## src/rtl/edge_timer_pkg.sv

```systemverilog
// rtl/edge_timer_pkg.sv - shared constants and period sizing helpers for edge_timer
package edge_timer_pkg;

  localparam logic HIGH = 1'b1;
  localparam logic LOW  = 1'b0;
  localparam logic YES  = 1'b1;
  localparam logic NO   = 1'b0;

  // Clock edges per timer period; zero signals an unusable rate pair.
  function automatic int timer_count(input int clk_hz, input int timer_hz);
    if (timer_hz <= 0) return 0;
    return clk_hz / timer_hz;
  endfunction

  function automatic int count_width(input int count);
    return (count < 1) ? 1 : $clog2(count + 1);
  endfunction

endpackage

```

## src/rtl/edge_timer_period_counter.sv

```systemverilog
// rtl/edge_timer_period_counter.sv - clearable, pausable counter with sticky elapsed flag
module edge_timer_period_counter
  import edge_timer_pkg::*;
#(
  parameter int COUNT = 10,
  parameter int CW    = 4
) (
  input  logic clk,
  input  logic reset_low,
  input  logic clear,
  input  logic enabled,
  output logic finished
);

  localparam logic [CW-1:0] LAST = CW'(COUNT);

  logic [CW-1:0] cnt_q;

  // Counter saturates at LAST because increments stop once finished is set.
  always_ff @(posedge clk or negedge reset_low) begin
    if (!reset_low) begin
      cnt_q    <= '0;
      finished <= NO;
    end else if (clear) begin
      cnt_q    <= '0;
      finished <= NO;
    end else if (enabled && !finished) begin
      cnt_q <= cnt_q + 1'b1;
      if (cnt_q == LAST - 1'b1) finished <= YES;
    end
  end

endmodule

```

## src/rtl/edge_timer.sv

```systemverilog
// rtl/edge_timer.sv - level synchroniser with edge strobes plus one period timer
module edge_timer
  import edge_timer_pkg::*;
#(
  parameter int   CLK_HZ      = 51_800_000,
  parameter int   TIMER_HZ    = 10_000,
  parameter logic IDLE_LEVEL  = HIGH,
  parameter int   SYNC_STAGES = 2
) (
  input  logic clk,
  input  logic reset_low,
  input  logic level,
  output logic level_sync,
  output logic pos_edge,
  output logic neg_edge,
  output logic any_edge,
  input  logic clear,
  input  logic enabled,
  output logic finished
);

  localparam int COUNT = timer_count(CLK_HZ, TIMER_HZ);
  localparam int CW    = count_width(COUNT);

  if (COUNT < 1) begin : g_bad_count
    $error("edge_timer: CLK_HZ / TIMER_HZ must be at least 1");
  end
  if (SYNC_STAGES < 2) begin : g_bad_sync
    $error("edge_timer: SYNC_STAGES must be at least 2");
  end

  logic [SYNC_STAGES-1:0] sync_q;
  logic                   prev_q;

  // History resets to the idle level so release never fakes an edge.
  always_ff @(posedge clk or negedge reset_low) begin
    if (!reset_low) begin
      sync_q <= {SYNC_STAGES{IDLE_LEVEL}};
      prev_q <= IDLE_LEVEL;
    end else begin
      sync_q <= {sync_q[SYNC_STAGES-2:0], level};
      prev_q <= sync_q[SYNC_STAGES-1];
    end
  end

  assign level_sync = sync_q[SYNC_STAGES-1];
  assign pos_edge   = level_sync & ~prev_q;
  assign neg_edge   = ~level_sync & prev_q;
  assign any_edge   = pos_edge | neg_edge;

  edge_timer_period_counter #(
    .COUNT (COUNT),
    .CW    (CW)
  ) u_period_counter (
    .clk       (clk),
    .reset_low (reset_low),
    .clear     (clear),
    .enabled   (enabled),
    .finished  (finished)
  );

endmodule

```

## config.mk

```make
export PLATFORM = sky130hd
export DESIGN_NAME = edge_timer
export DESIGN_NICKNAME = d
export VERILOG_FILES = /design/src/rtl/edge_timer_pkg.sv /design/src/rtl/edge_timer_period_counter.sv /design/src/rtl/edge_timer.sv
export SDC_FILE = /design/constraint.sdc
export NUM_CORES = 1
export LEC_CHECK = 0
export ABC_AREA = 1
export BUFFER_PORTS_ARGS = -buffer_cell sky130_fd_sc_hd__buf_4
export CAP_MARGIN = 20
export CORE_MARGIN = 2
export CORE_UTILIZATION = 24
export CTS_BUF_LIST = sky130_fd_sc_hd__clkbuf_4 sky130_fd_sc_hd__clkbuf_8
export CTS_CLUSTER_DIAMETER = 120
export CTS_CLUSTER_SIZE = 16
export DETAILED_ROUTE_END_ITERATION = 6
export SETUP_SLACK_MARGIN = 0.05
export SKIP_CTS_REPAIR_TIMING = 1
export SLEW_MARGIN = 20
export SYNTH_ARGS = -nofsm -noshare
export SYNTH_HDL_FRONTEND = slang
export SYNTH_HIERARCHICAL = 1
export SYNTH_SLANG_ARGS = --single-unit
```

## constraint.sdc

```tcl
create_clock -name clk -period 1.26 [get_ports clk]
set_clock_uncertainty 0.2 [all_clocks]
set_input_delay 0.189 -clock clk [delete_from_list [all_inputs] [get_ports clk]]
set_output_delay 0.189 -clock clk [all_outputs]
set_load 0.01 [all_outputs]
```

### Yosys cells after proc, flatten, opt, wreduce, memory -nomap -nowiden

Index checks and enable logic that the tools add are counted.

* shifts and indexed selects: 0
* magnitude comparators: 0
* multiply operators: 0
* eq/ne operators: 1
* mux-type cells: 5
* add/sub/neg operators: 1
* reductions and logical operators: 5
* bitwise operators: 5
* div/mod/pow operators: 0

Operator list (number)
* 13-bit 2-to-1 mux: 2
* 13-bit by 1-bit adder with 13-bit output, second input constant: 1
* 13-bit equality test, second input constant: 1
* 2-bit nonzero test: 2
* 1-bit 2-to-1 mux: 3
* 1-bit bitwise AND: 2
* 1-bit NOT: 2
* 2-bit AND reduction: 1
* 1-bit logical AND: 1
* 1-bit logical NOT: 1
* 1-bit bitwise OR: 1

* logic and storage cells: 21
* register bits after elaboration: 17
* memory bits (writable): 0
* bits in read-only memories: 0
* memories kept: 0
* output and inout bits: 5
* input bits: 5
* bits in latches: 0

### Longest topological paths before layout

* depth after elaboration: 4
* mapped depth: 9
* gate-level depth less buffers: 9

### Hierarchy

The synthesis kept the hierarchy.

Modules (own cells, without submodules)
* edge_timer_period_counter: times used 1, area each 852.1 um2, sequential area each 350.3 um2, cells an instance 114
* edge_timer: times used 1, area each 115.1 um2, sequential area each 78.8 um2, cells an instance 8

### Worst setup path after synthesis

Ideal clock, no wire load.

* kind: register to register
* start point: register u_period_counter.cnt_q[1]
* end point: register u_period_counter.cnt_q[8]
* path buffers: 0
* clock period less this slack: 1.353 ns
* stages on the path, launching flop included: 9
* path slack: -0.093 ns
* data required time: 0.943 ns
* data arrival time: 1.036 ns
* path through: dfrtp_1 -> ha_1 -> inv_1 -> nor2_4 -> nand2_2 -> nor2_4 -> nand2_1 -> nor2_1 -> nor2_1

* longest elaborated chain between the ends: 3

RTL lines
* start, declared: line edge_timer_period_counter.sv:17 `logic [CW-1:0] cnt_q;`
* start signal, assigned: line edge_timer_period_counter.sv:28 `cnt_q <= cnt_q + 1'b1;`
* 13-bit by 1-bit adder with 13-bit output: line edge_timer_period_counter.sv:28
* 13-bit 2-to-1 mux: line edge_timer_period_counter.sv:27 `end else if (enabled && !finished) begin`
* 13-bit 2-to-1 mux: line edge_timer_period_counter.sv:24 `end else if (clear) begin`

No other way between the ends. The select of a mux whose other input is x is not followed.
A chain may end at the register's enable or synchronous reset.

### Worst setup path after layout

* start point: register sync_q[1]
* end point: output port any_edge

* longest elaborated chain between the ends: 3
* elaborated cells between the ends (all ways): 4
* those cells by class: bitwise: 4

RTL lines
* start, declared: line edge_timer.sv:32 `logic [SYNC_STAGES-1:0] sync_q;`
* start signal, assigned: line edge_timer.sv:38 `sync_q <= {SYNC_STAGES{IDLE_LEVEL}};`
* start signal, assigned: line edge_timer.sv:41 `sync_q <= {sync_q[SYNC_STAGES-2:0], level};`
* 1-bit NOT: line edge_timer.sv:48 `assign neg_edge = ~level_sync & prev_q;`
* 1-bit bitwise AND: line edge_timer.sv:48
* 1-bit bitwise OR (*): line edge_timer.sv:49 `assign any_edge = pos_edge | neg_edge;`
* end, declared: line edge_timer.sv:16 `output logic any_edge,`

Every way passes the cells marked *; elsewhere a longest branch is shown, timed or not.

==> results.ini <==
[critical_path]
path_cells = inv_2 > ha_4 > inv_2 > buf_6
path_common_cell = inv_2
critPathRequiredTime_ns = 0.87
r2r-start = u_period_counter/cnt_q[1]
crit_start = sync_q[1]
critPathTopFamily = flip-flops
cp_max_fo = 2
critPathArrivalTime_ns = 1.22
cpPeakStageDelay_ns = 0.54
crit_buf_inv = 3
start_kind = register
crit_type = reg2out
end_kind = output port
worst_path_max_delay_cell = dfstp_2

[timing]
setup_tns_ns = -2.55
setup_violations = 16
final_hold_viol_count = 0
min_period_ns = 1.61
tightest_slew_ns = 0.238
drv_slew = 0
rsz0062_at_grt = yes
fin_crit_sh_pct = 127
fin_ws_ns = -0.345
relSlewSlack_pct = 84.1
fmaxAchievable_mhz = 623

[yosys]
postSynthAreaPerCell_um2 = 7.93
yosys.area.top_type = dfrtp_1
netlist_area_um2 = 967
synth-seq-area-share_pct = 44.4
synth_seq_cells = 17
ys_top_cells_by_area = dfrtp_1 36%, nand2_1 9.7%, dfstp_2 8.2%
yosys.area.top_type_share_pct = 36.2
ys_types = 17
ys.warnings.count = 6
syn_nets = 131
postSynthCellCount = 122

[drt]
routed_wl_um = 2390
drc = 0
first_pass_iters = 4
num_vias = 902
routed_via_density = 4.34
ant_nets = 0
drt_iter0_drc = 35
routedWlPerCell_um = 11.5

[floorplan]
ios = 10
start_util_pct = 24.5
die_y_um = 67.5
fp.dieArea_um2 = 4550
rows = 23
coreArea_um2 = 3940
die_w_um = 67.5

[cts]
clk_pin_slew_ns = 0.07
cts-root-buf = clkbuf_8
numCtsBuffers = 3
tritoncts = built
clock_sinks = 17
max-clock-path-buffers = 2
clock_latency_ns = 0.26
htree_levels = 1

[place]
place_area_um2 = 1200
place_inst = 195
dpl.hpwl_um = 1590
routabilityCongestion = 0.867
port-buffer-count = 9

[grt]
grt_max_degree = 18
grt_pass1_vias = 818
antenna_found_initial = 0
grt_use_total_pct = 10.5
grt_pass1_wl_um = 3540
grt-ovfl-total = 0

[power]
powerDensity_nw_per_um2 = 816
max-vdd-ir-drop_uv = 317
power_uw = 1190
p_leak_uw = 0.000692

[final_layout]
utilization_pct = 36.8
n_antenna_cell = 0
drive_gt1_share_pct = 44.3
syn2layout_area_growth_pct = 50.2
finalInstanceArea_um2 = 1450
instances_no_fill = 208
nets = 168

[job]
maxCapViolations = 0

[hold_path]
hold_class = in2async

[outcome]
violations = negative setup slack
outcome = finished with violations

==> cell type report <==
class                           instances  area (um^2)
Clock buffer                            4         48.8
Fill cell                             387         2490
Inverter                               19         71.3
Multi-Input combinational cell         85          551
Sequential cell                        17          430
Tap cell                               50         62.6
Timing Repair Buffer                   33          289
==> power breakdown <==
group          total (uW)  switching [uW]  internal (uW)  leakage (uW)
Sequential            570            9.73            560      0.000224
Clock                 457             210            247     0.0000262
Combinational         159            78.5           80.4      0.000442
Total                1190             299            887      0.000692
==> synthesized netlist by cell type <==
cell type / instances
inv_2: 1
nor2_1: 19
nor3b_4: 1
nor3_1: 2
nand4_1: 3
nor2_4: 4
nand3_1: 9
inv_1: 18
o21ai_0: 4
nand3_2: 1
dfrtp_1: 14
dfstp_2: 3
a21oi_1: 9
ha_1: 4
nand2_2: 4
nand2_1: 25
clkbuf_8: 1
==> final timing paths <==
path                                               to  slack, ns  cells after the start
setup reg to reg            u_period_counter/cnt_q[6]      -0.20                      6
hold / removal             u_period_counter/cnt_q[10]       0.14                      2
hold reg to reg                             sync_q[1]       0.16                      0
setup / recovery                             any_edge      -0.35                      4
min in group clk            u_period_counter/cnt_q[0]       0.15                      4
max in group asynchronous                      prev_q       0.47                      2
==> sequential cells by signal (all words and copies together) (netlist names) <==
signal and flops:
prev_q 1, u_period_counter/finished 1, u_period_counter/cnt_q 13, sync_q 2
==> routing by layer <==
metal / GRT usage [%] / up-vias / wire [um]
met1: 13.4 / 422 / 1040
met4: 4.85 / 0 / 31
met2: 16.4 / 16 / 1220
met3: 2.83 / 5 / 102
met5: 0 / - / 0
li1: - / 459 / -
==> layout by cell type, fill, tap and decap left out, drive strengths merged, types with 4 or more instances in the layout <==
cell type / Yosys / layout
a21oi: 9 / 9
buf: 0 / 30
clkbuf: 1 / 4
dfrtp: 14 / 14
ha: 4 / 4
inv: 19 / 19
nand2: 29 / 29
nand3: 10 / 10
nor2: 23 / 23
o21ai: 4 / 4
==> metrics by stage <==
| step | setup slack [ns] | hold slack, ns |
|---|---|---|
| global placement | -0.120 | -0.130 |
| finish | -0.345 | 0.136 |
| global route | -0.377 | 0.157 |
| floorplan | -0.0723 | -0.307 |
| detailed placement | -0.153 | -0.131 |
| CTS | -0.388 | -0.409 |
==> cells by family (layout without fill, tap and decap cells) <==
| family | Yosys count | in the layout | share of synthesized area, % |
|---|---|---|---|
| AOI/OAI and AO/OA | 13 | 13 | 6.73 |
| adders and majority gates | 4 | 4 | 5.17 |
| buffers and inverters | 20 | 56 | 8.80 |
| DFF | 17 | 17 | 44.4 |
| and+or+nand+nor | 68 | 68 | 34.9 |
Note: power is estimated with default switching activity, not from simulation.
